**src/rtl/div_reconstruct.sv**
```systemverilog
// Shift-add reconstruction A = Q*B + R. It is the round-trip partner of the restoring divider.
// One multiplier bit is consumed per clock. The iteration count is fixed, so latency is always N cycles.
module div_reconstruct #(
  parameter int N = 8
) (
  input  logic             clk,
  input  logic             rst,
  input  logic             Start,
  input  logic [N-1:0]     InQ,
  input  logic [N-1:0]     InB,
  input  logic [N-1:0]     InR,
  output logic [2*N-1:0]   Out_A,
  output logic             Ovf,
  output logic             RemErr,
  output logic             Busy,
  output logic             Done
);

  // state  | meaning
  // S_IDLE | waiting for Start; result registers hold
  // S_CALC | one shift-add iteration per clock, N iterations total
  typedef enum logic {
    S_IDLE = 1'b0,
    S_CALC = 1'b1
  } state_t;

  localparam int W  = 2 * N;
  localparam int CW = (N > 1) ? $clog2(N) : 1;
  localparam logic [CW-1:0] LAST_ITER = CW'(N - 1);

  state_t         state_q, state_d;
  logic [N-1:0]   mult_q, mult_d;
  logic [W-1:0]   mcand_q, mcand_d;
  logic [W-1:0]   acc_q, acc_d;
  logic [CW-1:0]  cnt_q, cnt_d;
  logic           rem_cand_q, rem_cand_d;
  logic [W-1:0]   out_a_q, out_a_d;
  logic           ovf_q, ovf_d;
  logic           rem_err_q, rem_err_d;
  logic           done_q, done_d;

  logic [W-1:0]   sum;

  // The bound (2^N-1)^2 + 2^N-1 < 2^2N means the 2N-bit sum never carries out.
  always_comb begin
    sum = acc_q + (mult_q[0] ? mcand_q : '0);
  end

  always_comb begin
    state_d    = state_q;
    mult_d     = mult_q;
    mcand_d    = mcand_q;
    acc_d      = acc_q;
    cnt_d      = cnt_q;
    rem_cand_d = rem_cand_q;
    out_a_d    = out_a_q;
    ovf_d      = ovf_q;
    rem_err_d  = rem_err_q;
    done_d     = 1'b0;

    case (state_q)
      S_IDLE: begin
        if (Start) begin
          mult_d     = InQ;
          mcand_d    = {{N{1'b0}}, InB};
          acc_d      = {{N{1'b0}}, InR};
          cnt_d      = '0;
          rem_cand_d = (InR >= InB);
          state_d    = S_CALC;
        end
      end
      S_CALC: begin
        acc_d   = sum;
        mcand_d = mcand_q << 1;
        mult_d  = mult_q >> 1;
        cnt_d   = cnt_q + CW'(1);
        if (cnt_q == LAST_ITER) begin
          out_a_d   = sum;
          ovf_d     = |sum[W-1:N];
          rem_err_d = rem_cand_q;
          done_d    = 1'b1;
          state_d   = S_IDLE;
        end
      end
      default: begin
        state_d = S_IDLE;
      end
    endcase
  end

  always_ff @(posedge clk) begin
    if (rst) begin
      state_q    <= S_IDLE;
      mult_q     <= '0;
      mcand_q    <= '0;
      acc_q      <= '0;
      cnt_q      <= '0;
      rem_cand_q <= 1'b0;
      out_a_q    <= '0;
      ovf_q      <= 1'b0;
      rem_err_q  <= 1'b0;
      done_q     <= 1'b0;
    end else begin
      state_q    <= state_d;
      mult_q     <= mult_d;
      mcand_q    <= mcand_d;
      acc_q      <= acc_d;
      cnt_q      <= cnt_d;
      rem_cand_q <= rem_cand_d;
      out_a_q    <= out_a_d;
      ovf_q      <= ovf_d;
      rem_err_q  <= rem_err_d;
      done_q     <= done_d;
    end
  end

  assign Out_A  = out_a_q;
  assign Ovf    = ovf_q;
  assign RemErr = rem_err_q;
  assign Done   = done_q;
  assign Busy   = (state_q == S_CALC);

endmodule

```
**config.mk**
```make
export PLATFORM = sky130hd
export DESIGN_NAME = div_reconstruct
export DESIGN_NICKNAME = d
export VERILOG_FILES = /design/src/rtl/div_reconstruct.sv
export SDC_FILE = /design/constraint.sdc
export NUM_CORES = 1
export LEC_CHECK = 0
export BUFFER_PORTS_ARGS = -buffer_cell sky130_fd_sc_hd__buf_2
export CORE_MARGIN = 8
export CORE_UTILIZATION = 62
export CTS_CLUSTER_SIZE = 20
export DETAILED_ROUTE_END_ITERATION = 7
export PLACE_DENSITY = 0.85
export SETUP_SLACK_MARGIN = 0.4
export SYNTH_ARGS = -nofsm -noshare
export SYNTH_HDL_FRONTEND = slang
export SYNTH_SLANG_ARGS = --single-unit
```
**constraint.sdc**
```tcl
create_clock -name clk -period 8.55 [get_ports clk]
set_input_delay 0 -clock clk [delete_from_list [all_inputs] [get_ports clk]]
set_output_delay 0 -clock clk [all_outputs]
set_load 0.02 [all_outputs]
```
==> results.toml <==
[yosys]
yosysWarnings = 0
seq_area_frac_synth_pct = 36.9
synth_cells = 422
synth_compound_area_share_pct = 17.5
yosys.area.top_type = "dfxtp_1"
synth_top_family_by_area = "simple AND/OR/NAND/NOR gates"
yosysUniqueCellTypes = 39
synth_xor_area_share_pct = 3.54
synthArstFlopShare_pct = 0
synth_edf_count = 0
avgSynthCellArea_um2 = 8.22
synth_area_um2 = 3470
syn-num-nets = 475
ys_top_cells_by_count = "71 x nor2_1, 64 x dfxtp_1, 57 x a21oi_1"
yosysMostFrequentCell = "nor2_1"
ys_top_cells_by_area = "dfxtp_1 37%, ha_1 9.0%, a21oi_1 8.2%, nor2_1 7.7%, mux2i_1 5.8%"
synthAdderAreaFrac_pct = 9.60
ys_ff_latch = 64
synth-simple-area-share_pct = 22.4
synth_ff_type = "dfxtp_1"
synth.top_cell.area_share_pct = 36.9
synth.area.mux_share_pct = 5.77

[placement]
gp_congestion = 0.955
place_inst = 514
placed_area_um2 = 3700
port_buffers = 46
hpwl_mm = 5.28

[routing]
post_drt_wl_per_cell_um = 13.9
drt_wl_total_mm = 7.37
dr.pass1.iters = 4
drtIter0Drc = 165
drc = 0
num_vias = 2956
final_antenna_net_count = 0
viasPerCell = 5.59

[finish]
layout-drive-gt1-share_pct = 14.0
layout.cells.non_filler = 529
syn_to_final_growth_pct = 11.8
num_antenna_cells = 0
final_area_um2 = 3880
nNetsFinal = 508

[worst_hold_path]
hp-class = "primary input to flip-flop"

[cts]
cts_buffers = 9
post-cts-setup-buffer-count = 0
cts_tree = "built"
cts.sinks = 64
cts_root_buf = "clkbuf_8"
cts_buffer_depth = 2
htreeDepth = 3
clkTransAtPathRegs_ps = 70
clk_latency_ps = 340

[sta]
setup_violations = 0
fmax_mhz = 303
hold_viol = 0
period_share_pct = 38.6
slew_viol_final = 0
timing.setup.tns_ps = 0
tightest_slew_ps = 1130
layout_min_cycle_time_ps = 3300
rsz0062_at_grt = "false"
whs_ps = 16.9
clock_skew_ps = 11.9
slew_headroom_pct = 24.6

[die]
die_w_um = 90.8
fp.dieH_um = 90.8
start_util_pct = 63.8
io_pins = 47
fp-row-count = 27
coreArea_um2 = 5440
die_area_um2 = 8240

[global_routing]
grt_max_degree = 89
grt_pass1_wl_mm = 12.5
grt.overflow.total = 0
grt_pass1_vias = 2777
gr-usage-met1_pct = 22.3
grtUsageTotal_pct = 18.2
grt_antenna_before_repair = 0
use_met3_pct = 5.57
gr-max-usage-layer = "met2"
use_met2_pct = 27.9

[setup_path]
worstSetupEndpointType = "flip-flop"
cp.required_ps = 8720
worstPathMaxFanout = 17
cp_data_arrival_time_ps = 3460
critPathLaunchType = "flip-flop"
r2r_slack_ps = 5250
worstSetupPathType = "flip-flop to flip-flop"

[pwr]
p_leak_uw = 0.00178
p_per_area_nw_per_um2 = 155
irDropWorstVdd_mv = 0.107
total_power_uw = 602

[outcome]
status = "completed"

[run]
timing.max_cap.violations = 0
power breakdown:
| group | switching, µW | internal (µW) |
|---|---|---|
| sequential | 6.80 | 307 |
| clock | 105 | 116 |
| combinational | 40.0 | 26.7 |
| total | 152 | 450 |
through the flow:
| stage | utilization, % | setup WS, ps |
|---|---|---|
| after floorplan | - | 5570 |
| after global placement | 68.0 | 5410 |
| after CTS | 71.3 | 5280 |
| after global routing | 71.3 | 5130 |
| after detailed placement | 68.0 | 5300 |
| final | 71.3 | 5250 |
cells by family after synthesis:
family | Yosys count
simple gates | 161
buf+inv | 39
mux | 20
xor+xnor | 14
compound gates | 98
fa+ha+maj | 26
flops | 64
what timing repair did:
item                      in CTS  in global routing
gates resized for setup        0                  0
hold buffers                   2                  0
hold endpoints to repair       2                  0
flip-flops by register name, indices dropped and copies added, names as in the netlist:
name / count
Ovf: 1
mcand_q: 16
cnt_q: 3
rem_cand_q: 1
Done: 1
Busy: 1
RemErr: 1
mult_q: 8
acc_q: 16
Out_A: 16
layer usage:
layer / share of wire [%] / vias to the layer above
li1: - / 1524
met1: 47 / 1344
met2: 44 / 75
met3: 6.3 / 13
met4: 2.3 / 0
met5: 0 / -
critical path, cell delays in order (launching register included):
cell,delay [ps]
dfxtp_1,440
and2_1,240
ha_1,200
fa_1,410
a21o_1,220
a221oi_2,330
o21bai_1,100
a21o_1,220
a2111oi_1,400
nor3_1,140
nor4_1,310
a211oi_1,110
layout by cell type, fill, tap and decap left out, drive strengths merged:
master | netlist | routed
clkinv | 0 | 1
a2111oi | 2 | 2
nor4b | 2 | 2
mux2i | 20 | 20
a31oi | 2 | 2
a32oi | 1 | 1
nor3b | 18 | 18
and2 | 17 | 17
buf | 8 | 47
dlygate4sd3 | 0 | 2
or4 | 1 | 1
or2 | 1 | 1
nand4 | 2 | 2
nor3 | 7 | 7
nand3 | 2 | 2
a21oi | 57 | 57
nand2b | 1 | 1
xnor2 | 7 | 7
a221oi | 1 | 1
inv | 12 | 12
o21a | 2 | 2
nor2 | 71 | 71
nor2b | 7 | 7
o21bai | 2 | 2
a21o | 9 | 9
o21ai | 3 | 3
xor2 | 7 | 7
dfxtp | 64 | 64
and3 | 3 | 3
nor4 | 1 | 1
ha | 25 | 25
a211oi | 14 | 14
o31ai | 1 | 1
a311oi | 2 | 2
clkbuf | 19 | 12
fa | 1 | 1
o31a | 2 | 2
nand2 | 28 | 28
area by class of cell:
class	count	area (µm²)
clock inverter	1	5.00
fill	429	1560
clock buffer	12	155
timing repair buffer	49	258
sequential	64	1280
multi-input combinational	319	2040
tap	72	90.1
inverter	12	45.0
final timing paths:
path | cells past startpoint | startpoint | to
worst max-delay path | 11 | mult_q[0] | Ovf
worst min-delay path | 5 | InQ[5] | mult_q[5]
worst max register to register | 11 | mult_q[0] | Ovf
worst min register to register | 2 | Out_A[11] | Out_A[11]
Note: power is estimated with default switching activity, not from simulation.
